File: src/rtl/seq_multiplier_32bit_pkg.sv
// Shared constants and state encoding for the sequential 32x32 multiplier.
package seq_multiplier_32bit_pkg;

  localparam int unsigned MultIter = 32;
  localparam int unsigned MultCntW = 5;

  typedef enum logic [1:0] {
    StIdle = 2'd0,
    StCalc = 2'd1,
    StDone = 2'd2
  } mult_state_e;

endpackage

File: src/rtl/seq_multiplier_32bit_if.sv
// Start/busy/done handshake and operand/result bus of the sequential multiplier.
interface seq_multiplier_32bit_if;

  logic        start;
  logic [31:0] a;
  logic [31:0] b;
  logic        busy;
  logic        done;
  logic [63:0] product;

  // Requester side
  modport master (
    output start, a, b,
    input  busy, done, product
  );

  // Multiplier side
  modport slave (
    input  start, a, b,
    output busy, done, product
  );

endinterface

File: src/rtl/carry_look_ahead_32bit.sv
// 32-bit adder built from eight 4-bit carry-lookahead blocks, rippling group carries.
module carry_look_ahead_32bit (
  input  logic [31:0] a,
  input  logic [31:0] b,
  input  logic        cin,
  output logic [31:0] sum,
  output logic        cout
);

  logic [31:0] g;
  logic [31:0] p;
  logic [8:0]  gc;

  assign g     = a & b;
  assign p     = a ^ b;
  assign gc[0] = cin;

  for (genvar i = 0; i < 8; i++) begin : g_blk
    logic [3:0] gg;
    logic [3:0] pp;
    logic [4:0] c;

    assign gg   = g[4*i +: 4];
    assign pp   = p[4*i +: 4];
    assign c[0] = gc[i];
    assign c[1] = gg[0] | (pp[0] & c[0]);
    assign c[2] = gg[1] | (pp[1] & gg[0]) | (pp[1] & pp[0] & c[0]);
    assign c[3] = gg[2] | (pp[2] & gg[1]) | (pp[2] & pp[1] & gg[0]) |
                  (pp[2] & pp[1] & pp[0] & c[0]);
    assign c[4] = gg[3] | (pp[3] & gg[2]) | (pp[3] & pp[2] & gg[1]) |
                  (pp[3] & pp[2] & pp[1] & gg[0]) | ((&pp) & c[0]);

    assign sum[4*i +: 4] = pp ^ c[3:0];
    assign gc[i+1]       = c[4];
  end

  assign cout = gc[8];

endmodule

File: src/rtl/seq_multiplier_ctrl.sv
// FSM and iteration counter sequencing load, 32 shift-add steps and the done pulse.
module seq_multiplier_ctrl
  import seq_multiplier_32bit_pkg::*;
(
  input  logic clk,
  input  logic reset,
  input  logic start_i,
  output logic load_o,
  output logic shift_o,
  output logic busy_o,
  output logic done_o
);

  mult_state_e         state_q, state_d;
  logic [MultCntW-1:0] cnt_q, cnt_d;
  logic                cnt_last;

  assign cnt_last = (cnt_q == MultCntW'(MultIter - 1));

  // State and counter registers
  always_ff @(posedge clk or posedge reset) begin
    if (reset) begin
      state_q <= StIdle;
      cnt_q   <= '0;
    end else begin
      state_q <= state_d;
      cnt_q   <= cnt_d;
    end
  end

  // Next-state, counter and datapath control decode
  always_comb begin
    state_d = state_q;
    cnt_d   = cnt_q;
    load_o  = 1'b0;
    shift_o = 1'b0;
    busy_o  = 1'b0;
    done_o  = 1'b0;
    case (state_q)
      StIdle: begin
        if (start_i) begin
          load_o  = 1'b1;
          cnt_d   = '0;
          state_d = StCalc;
        end
      end
      StCalc: begin
        busy_o  = 1'b1;
        shift_o = 1'b1;
        cnt_d   = cnt_q + MultCntW'(1);
        if (cnt_last) state_d = StDone;
      end
      StDone: begin
        busy_o  = 1'b1;
        done_o  = 1'b1;
        state_d = StIdle;
      end
      // Unused encoding recovers to idle
      default: state_d = StIdle;
    endcase
  end

endmodule

File: src/rtl/seq_multiplier_32bit.sv
// Unsigned 32x32->64 shift-add multiplier reusing a single 32-bit CLA adder.
module seq_multiplier_32bit
  import seq_multiplier_32bit_pkg::*;
(
  input  logic                        clk,
  input  logic                        reset,
  seq_multiplier_32bit_if.slave       bus
);

  logic [31:0] mcand_q, mcand_d;
  logic [31:0] hi_q, hi_d;
  logic [31:0] lo_q, lo_d;
  logic        load;
  logic        shift;
  logic [31:0] add_b;
  logic [31:0] add_sum;
  logic        add_cout;

  seq_multiplier_ctrl u_ctrl (
    .clk     (clk),
    .reset   (reset),
    .start_i (bus.start),
    .load_o  (load),
    .shift_o (shift),
    .busy_o  (bus.busy),
    .done_o  (bus.done)
  );

  assign add_b = lo_q[0] ? mcand_q : 32'h0;

  carry_look_ahead_32bit u_adder (
    .a    (hi_q),
    .b    (add_b),
    .cin  (1'b0),
    .sum  (add_sum),
    .cout (add_cout)
  );

  // Datapath registers
  always_ff @(posedge clk or posedge reset) begin
    if (reset) begin
      mcand_q <= '0;
      hi_q    <= '0;
      lo_q    <= '0;
    end else begin
      mcand_q <= mcand_d;
      hi_q    <= hi_d;
      lo_q    <= lo_d;
    end
  end

  // Operand load or one shift-add step; carry-out becomes the new hi MSB
  always_comb begin
    mcand_d = mcand_q;
    hi_d    = hi_q;
    lo_d    = lo_q;
    if (load) begin
      mcand_d = bus.a;
      hi_d    = '0;
      lo_d    = bus.b;
    end else if (shift) begin
      {hi_d, lo_d} = {add_cout, add_sum, lo_q[31:1]};
    end
  end

  assign bus.product = {hi_q, lo_q};

endmodule

File: src/flat_wrapper.sv
// flat-port wrapper written by rule: the top's interface ports become plain ports
module seq_multiplier_32bit_flat import seq_multiplier_32bit_pkg::*;
  (clk, reset, bus_start, bus_a, bus_b, bus_busy, bus_done, bus_product);
  seq_multiplier_32bit_if bus_i ();
  input  logic clk;
  input  logic reset;
  input wire logic [$bits(bus_i.start)-1:0] bus_start;
  input wire logic [$bits(bus_i.a)-1:0] bus_a;
  input wire logic [$bits(bus_i.b)-1:0] bus_b;
  output wire logic [$bits(bus_i.busy)-1:0] bus_busy;
  output wire logic [$bits(bus_i.done)-1:0] bus_done;
  output wire logic [$bits(bus_i.product)-1:0] bus_product;
  assign bus_i.start = bus_start;
  assign bus_i.a = bus_a;
  assign bus_i.b = bus_b;
  assign bus_busy = bus_i.busy;
  assign bus_done = bus_i.done;
  assign bus_product = bus_i.product;
  seq_multiplier_32bit u_core (.clk(clk), .reset(reset), .bus(bus_i));
endmodule
File: config.mk
export PLATFORM = sky130hd
export DESIGN_NAME = seq_multiplier_32bit_flat
export DESIGN_NICKNAME = d
export VERILOG_FILES = /design/src/rtl/seq_multiplier_32bit_pkg.sv /design/src/rtl/seq_multiplier_32bit_if.sv /design/src/rtl/carry_look_ahead_32bit.sv /design/src/rtl/seq_multiplier_ctrl.sv /design/src/rtl/seq_multiplier_32bit.sv /design/src/flat_wrapper.sv
export SDC_FILE = /design/constraint.sdc
export NUM_CORES = 1
export LEC_CHECK = 0
export CAP_MARGIN = 30
export CELL_PAD_IN_SITES_DETAIL_PLACEMENT = 0
export CELL_PAD_IN_SITES_GLOBAL_PLACEMENT = 1
export CORE_MARGIN = 2
export CORE_UTILIZATION = 36
export CTS_BUF_LIST = sky130_fd_sc_hd__clkbuf_4
export DETAILED_ROUTE_END_ITERATION = 8
export GPL_TIMING_DRIVEN = 1
export HOLD_SLACK_MARGIN = 0.12
export PLACE_DENSITY = 0.83
export SETUP_SLACK_MARGIN = 0.1
export SLEW_MARGIN = 20
export SYNTH_ARGS = -nofsm -noshare
export SYNTH_HDL_FRONTEND = slang
export SYNTH_SLANG_ARGS = --single-unit
File: constraint.sdc
create_clock -name clk -period 3.65 [get_ports clk]
set_clock_uncertainty 0.2 [all_clocks]
set_input_delay 0.365 -clock clk [delete_from_list [all_inputs] [get_ports clk]]
set_output_delay 0.365 -clock clk [all_outputs]
set_load 0.01 [all_outputs]
==> reports/metrics.yaml, run 1 <==
period_minus_slack_ps: 3508
hold_class: "in -> reg"
status: "finished clean"
wl_per_cell_um: 15.07
fp.dieW_um: 133.0
synth_top_area_cell: "dfrtp_1"
grt_pass1_wl_um: 25050
leakage_nw: 3.689
syn_area_sq_um: 5987
grt_pass1_vias: 5051
place_inst: 969
use_met3_pct: 3.180
crit_type: "reg -> reg"
cp.arrival_ps: 3680
crit_path_start_kind: "flip-flop"
fin_cells: 991
max_freq_mhz: 285.1
synthMuxAreaShare_pct: 7.691
die_h_um: 133.0
rr_startpoint: "u_core.lo_q[0]$_DFFE_PP0P_"
r2r_cells: 13
rsz0062_at_grt: "true"
hp-start: "bus_a[23]"
remaining_drc_errors: 0
initial_utilization_pct: 36.49
wl_um: 14930
use_met1_pct: 23.00
cts_root_buffer: "clkbuf_4"
avgViaCountPerCell: 5.035
synth_top_family_by_area: "simple AND/OR/NAND/NOR gates"
cts_tree: "yes"
grt_use_total_pct: 17.49
portBuffers: 132
antennaDiodeCount: 0
post-place-ws_ps: 67.35
grt_use_met2_pct: 29.33
drtPass1Iterations: 4
synth-xor-area-share_pct: 1.902
synth_ff_type: "dfrtp_1"
drtIter0Drc: 192
yosys_warnings: 0
synthCells: 639
cts_buffers: 9
antenna_found_initial: 0
fin_setup_tns_ps: 0
finalSetupViolCount: 0
syn_avg_cell_area_sq_um: 9.369
cts.sinks: 103
syn_nets: 751
synth_edf_count: 0
io_pins: 133
clk-insertion-delay-late_ps: 470
synthArstFlopShare_pct: 100.0
postRouteAntennaNets: 0
slew_headroom_pct: 48.33
peakVddDrop_mv: 0.3245
cap_violations: 0
tightest_slew_ps: 774.2
busiest_layer: "met2"
cts.htree.levels: 3
ys_ff_latch: 103
clkSlewWorstSetupHoldPaths_ps: 160
p_per_area_nw_per_um2: 800.2
worstHoldPathCells: 3
overflow: 0
area_growth_syn_to_layout_pct: 33.31
synthAdderAreaFrac_pct: 10.41
dp_hpwl_um: 10500
slew_violations: 0
hold_viol: 0
synth_area_leaders: "dfrtp_1 (43%), nand2_1 (8.8%), ha_1 (7.7%)"
core_sq_um: 16410
worstSetupEndpointType: "flip-flop"
fin_crit_sh_pct: 96.11
setup_slack_ps: 142.0
core.rowCount: 47
drive_gt1_share_pct: 8.560
final_nets: 879
yosys.area_share.simple_pct: 18.77
clockBufferDepth: 2
synth_compound_area_share_pct: 14.92
dr_total_vias: 4990
die_area_sq_um: 17680
grt_max_degree: 79
place_congestion: 0.8195
seq_area_frac_synth_pct: 43.05
synthDistinctLibCells: 51
synth_top_area_share_pct: 43.05
critPathRequiredTime_ps: 3820
crit_fanout: 7
crit_start: "u_core.lo_q[0]$_DFFE_PP0P_"
==> Yosys cell counts, types with 2 or more instances <==
cell type	n
nand2_1	141
dfrtp_1	103
o21ai_0	50
mux2i_1	46
nor2_1	41
ha_1	37
and2_1	34
clkbuf_1	28
a21oi_1	17
inv_1	17
a211oi_1	15
a21o_1	14
nor3_1	11
xnor2_1	11
fa_1	8
buf_1	7
nand3_1	7
o21a_1	6
a32oi_1	4
and3_1	3
nand3b_1	3
o21bai_1	3
a31oi_1	2
nor2b_1	2
o22ai_1	2
xor2_1	2
==> critical path, cell delays in order, from the launching register on <==
cell	delay, ps
dfrtp_2	500
buf_4	160
and2_1	130
ha_1	320
o21ai_1	110
o311a_4	410
a211oi_4	290
o22ai_4	140
o31ai_4	250
a21o_1	150
a21o_1	140
fa_1	420
mux2i_1	140
nor2_1	60
==> placed cells by master (no fill, tap or decap), types with 2 or more instances in the layout <==
cell type	Yosys	layout
and3_1	3	3
nor3_1	11	11
a21o_1	14	14
and2_4	0	5
xor2_1	2	2
nand2_1	141	140
o21ai_0	50	49
bufinv_16	0	3
ha_4	0	10
xnor2_1	11	11
o21a_1	6	6
nor2_1	41	40
a32oi_1	4	3
a21oi_1	17	16
dfrtp_1	103	102
o21bai_1	3	3
buf_4	0	16
nand3_1	7	6
fa_1	8	8
ha_1	37	26
clkinv_1	0	2
nor2b_1	2	2
a31oi_1	2	2
a211oi_1	15	15
inv_1	17	16
and2_1	34	29
nand3b_1	3	3
clkbuf_4	0	10
o22ai_1	2	2
clkdlybuf4s50_1	0	132
mux2i_1	46	46
==> final timing paths <==
kind,slack (ps),end
hold / removal,190,u_core.mcand_q[23]$_DFFE_PP0P_
max in group asynchronous,1790,u_core.mcand_q[3]$_DFFE_PP0P_
setup / recovery,140,u_core.hi_q[27]$_DFFE_PP0P_
min in group asynchronous,650,u_core.lo_q[14]$_DFFE_PP0P_
hold reg to reg,280,u_core.mcand_q[26]$_DFFE_PP0P_
setup reg to reg,140,u_core.hi_q[27]$_DFFE_PP0P_
==> routing by layer <==
metal | up-vias | share of wire, %
li1 | 2448 | -
met1 | 2427 | 46
met2 | 98 | 49
met3 | 17 | 4.1
met4 | 0 | 1.6
met5 | - | 0
==> metrics by stage <==
step | cell area (sq um) | hold slack, ps | utilization (%) | power (mW)
global route | 7981 | 172.1 | 48.65 | 6.951
global placement | 7619 | 251.5 | 46.43 | 5.425
detailed placement | 7619 | 257.6 | 46.43 | 5.518
CTS | 7826 | 150.9 | 47.70 | 6.299
floorplan | 6027 | 237.4 | - | 4.217
finish | 7981 | 192.9 | 48.65 | 6.386
==> flip-flops by register name, summed over array words and instances, names as in the netlist <==
name,cells
u_core.hi_q,32
u_core.lo_q,32
u_core.mcand_q,32
u_core.u_ctrl.cnt_q,5
u_core.u_ctrl.state_q,2
==> report_power, final <==
part,switching [mW],internal (mW)
clock,0.382,0.347
sequential,0.464,1.66
combinational,1.77,1.76
total,2.61,3.77
==> repair_timing <==
item / CTS / global route
resized for setup: 2 / 22
pin swaps: 4 / 20
hold buffers: 1 / 0
setup buffers: 3 / 4
setup endpoints to repair: 3 / 6
hold endpoints to repair: 41 / 0
==> logic make-up (layout without fill, tap and decap cells) <==
kind of cell    count (synthesis)  in the layout
simple gates                  251            251
compound gates                129            129
flops                         103            103
buf+inv                        52            184
mux                            46             46
fa+ha+maj                      45             45
xor+xnor                       13             13
==> cell type report <==
class / count / area, sq um
clock buffer: 10 / 75.07
clock inverter: 5 / 97.59
fill: 1547 / 8426
inverter: 17 / 66.31
multi-input combinational: 484 / 3391
sequential: 103 / 2579
tap: 220 / 275.3
timing repair buffer: 152 / 1498
Power figures use the tool's default switching activity.
==> run 2: changes to the inputs <==
--- a/config.mk
+++ b/config.mk
@@ -9,12 +9,12 @@
 export CELL_PAD_IN_SITES_DETAIL_PLACEMENT = 0
 export CELL_PAD_IN_SITES_GLOBAL_PLACEMENT = 1
 export CORE_MARGIN = 2
-export CORE_UTILIZATION = 36
+export CORE_UTILIZATION = 43
 export CTS_BUF_LIST = sky130_fd_sc_hd__clkbuf_4
 export DETAILED_ROUTE_END_ITERATION = 8
 export GPL_TIMING_DRIVEN = 1
 export HOLD_SLACK_MARGIN = 0.12
-export PLACE_DENSITY = 0.83
+export PLACE_DENSITY = 0.93
 export SETUP_SLACK_MARGIN = 0.1
 export SLEW_MARGIN = 20
 export SYNTH_ARGS = -nofsm -noshare
==> constraint.sdc (replaced) <==
create_clock -name clk -period 4.5 [get_ports clk]
set_clock_uncertainty 0.2 [all_clocks]
set_input_delay 0.45 -clock clk [delete_from_list [all_inputs] [get_ports clk]]
set_output_delay 0.45 -clock clk [all_outputs]
set_load 0.01 [all_outputs]
==> run 2 against run 1 <==
Compared with the run above: wire length shrank 5.7%; register-to-register slack gained 540 ps; first-iteration DRC count grew 64%; combinational power shrank 24%; non-clock buffer count shrank 11; power shrank 24%; die area shrank 16%.
==> reports/metrics.yaml, run 2 (same netlist as run 1, synthesis figures left out) <==
critPathRequiredTime_ps: 4710  # was 3820 ps
cts_root_buffer: "clkbuf_4"  # unchanged
portBuffers: 132  # unchanged
crit_type: "reg -> reg"  # unchanged
clkPwrFrac_pct: 9.2  # was 11.4%
drive_gt1_share_pct: 4.862  # was 8.560%
power_mw: 4.836  # was 6.386 mW
grt_use_total_pct: 19.82  # was 17.49%
fin_cells: 941  # was 991
cts_tree: "yes"  # unchanged
worstSetupEndpoint: "u_core.hi_q[28]$_DFFE_PP0P_"  # was u_core.hi_q[27]$_DFFE_PP0P_
power_switching_mw: 2.057  # was 2.615 mW
place_congestion: 0.8487  # was 0.8195
area_growth_syn_to_layout_pct: 27.11  # was 33.31%
switching_share_pct: 42.53  # was 40.94%
rr_endpoint: "u_core.hi_q[28]$_DFFE_PP0P_"  # was u_core.hi_q[27]$_DFFE_PP0P_
p_comb_share_pct: 55.9  # was 55.3%
tightest_slew_ps: 821.1  # was 774.2 ps
design_area_sq_um: 7610  # was 7981 sq um
postRouteAntennaNets: 0  # unchanged
grt_pass1_vias: 4966  # was 5,051
slew_headroom_pct: 45.26  # was 48.33%
overflow: 0  # unchanged
cts.htree.levels: 3  # unchanged
dpl_cell_area_sq_um: 7472  # was 7619 sq um
status: "finished clean"  # unchanged
hold_class: "in -> reg"  # unchanged
core.rowCount: 43  # was 47
crit_fanout: 7  # unchanged
crit_start: "u_core.lo_q[0]$_DFFE_PP0P_"  # unchanged
cts_buffers: 9  # unchanged
core_sq_um: 13720  # was 16,410 sq um
final_common_cell: "nand2_1"  # unchanged
p_per_area_nw_per_um2: 635.6  # was 800.2 nW/um^2
period_minus_slack_ps: 3814  # was 3508 ps
final_nets: 868  # was 879
remaining_drc_errors: 0  # unchanged
rr_startpoint: "u_core.lo_q[0]$_DFFE_PP0P_"  # unchanged
hold_viol: 0  # unchanged
drtIter0Drc: 314  # was 192
fp.dieW_um: 122.0  # was 133.0 um
die_area_sq_um: 14880  # was 17,680 sq um
max_freq_mhz: 262.2  # was 285.1 MHz
cp.arrival_ps: 4020  # was 3680 ps
mostFrequentLayoutCells: "nand2_1 (141), clkdlybuf4s50_1 (132), dfrtp_1 (103), o21ai_0 (50), mux2i_1 (46)"  # was nand2_1 (140), clkdlybuf4s50_1 (132), dfrtp_1 (102), o21ai_0 (49), mux2i_1 (46)
cap_violations: 0  # unchanged
antenna_found_initial: 0  # unchanged
initial_utilization_pct: 43.64  # was 36.49%
io_pins: 133  # unchanged
cts.sinks: 103  # unchanged
place_inst: 923  # was 969
grt_max_degree: 61  # was 79
antennaDiodeCount: 0  # unchanged
rsz0062_at_grt: "false"  # was true
top_regs: "u_core.hi_q (32), u_core.lo_q (32), u_core.mcand_q (32)"  # unchanged
leakage_nw: 3.602  # was 3.689 nW
fin_setup_tns_ps: 0  # unchanged
cts_resized: 0  # was 2
die_h_um: 122.0  # was 133.0 um
pwr-share-seq_pct: 34.9  # was 33.3%
worstSetupEndpointType: "flip-flop"  # unchanged
dr_total_vias: 4925  # was 4,990
fin_crit_sh_pct: 84.76  # was 96.11%
clkSlewWorstSetupHoldPaths_ps: 170  # was 160 ps
avgViaCountPerCell: 5.234  # was 5.035
crit_path_start_kind: "flip-flop"  # unchanged
fin_hold_ws_ps: 260.6  # was 192.9 ps
wl_per_cell_um: 14.96  # was 15.07 um
clockBufferDepth: 2  # unchanged
wl_um: 14080  # was 14,930 um
finalSetupViolCount: 0  # unchanged
grt_pass1_wl_um: 23530  # was 25,050 um
dp_hpwl_um: 10070  # was 10,500 um
drtPass1Iterations: 5  # was 4
r2r_cells: 13  # unchanged
slew_violations: 0  # unchanged
clk-insertion-delay-late_ps: 490  # was 470 ps
rrSetupSlack_ps: 690  # was 140 ps
internal_power_mw: 2.779  # was 3.772 mW
peakVddDrop_mv: 0.2522  # was 0.3245 mV
-- run 2: cell types whose count changed in the layout (fill, tap and decap cells not counted), sizes merged --
cell      before  now
clkbuf        10   11
buf           19    8
inv           17   18
clkinvlp       0    2
bufinv         3    0
-- run 2: worst max-delay path: stages (launching register included) --
cell       delay (ps)
dfrtp_1           440
and2_1            160
ha_1              350
a21o_1            210
a2111oi_2         470
o311a_4           280
a211oi_4           80
o22ai_4           290
o31ai_4           130
a21o_1            190
a21o_1            180
fa_1              380
xnor2_1           140
a211oi_1          240
-- run 2: worst min path at each step --
stage	from	endpoint	cells after the start
floorplan	u_core.mcand_q[30]$_DFFE_PP0P_	u_core.mcand_q[30]$_DFFE_PP0P_	2
global route	bus_a[26]	u_core.mcand_q[26]$_DFFE_PP0P_	3
detailed placement	u_core.mcand_q[4]$_DFFE_PP0P_	u_core.mcand_q[4]$_DFFE_PP0P_	2
CTS	bus_a[27]	u_core.mcand_q[27]$_DFFE_PP0P_	3
finish	bus_a[26]	u_core.mcand_q[26]$_DFFE_PP0P_	3
global placement	u_core.mcand_q[0]$_DFFE_PP0P_	u_core.mcand_q[0]$_DFFE_PP0P_	2
-- run 2: area by class of cell --
type                    instances  area (sq um)
multi-input cells             484          3229
clock inverters                 5         33.78
fillers                      1263          6110
repair buffers                141          1395
well taps                     180         225.2
flip-flops and latches        103          2577
inverters                      17         66.31
clock buffers                  11         82.58
-- run 2: power groups by stage --
stage,Combinational [mW],Clock [mW],Sequential [mW]
floorplan,1.66,0,1.73
global placement,2.61,0,1.69
detailed placement,2.71,0,1.71
CTS,2.72,0.464,1.69
global route,3.03,0.490,1.75
finish,2.70,0.445,1.69
-- run 2: metrics by stage --
stage          worst slack, ps  utilization [%]
2_1_floorplan            782.0                -
3_3_place_gp             789.6            54.46
3_5_place_dp             701.5            54.46
4_1_cts                  636.1            55.39
5_1_grt                  438.2            55.47
6_report                 685.6            55.47
-- run 2: repair_timing --
action | 4_1_cts | 5_1_grt
setup buffers | 0 | 0
endpoints found under the hold margin | 2 | 0
hold buffers | 1 | 0
-- run 2: routing by layer --
layer	share of wire [%]	vias up	global-route usage, %	routed length [um]
met3	3.6	19	2.996	500
met4	2.0	0	8.190	285
met1	46	2379	26.11	6464
li1	-	2432	-	-
met5	0	-	0	0
met2	49	95	32.72	6831
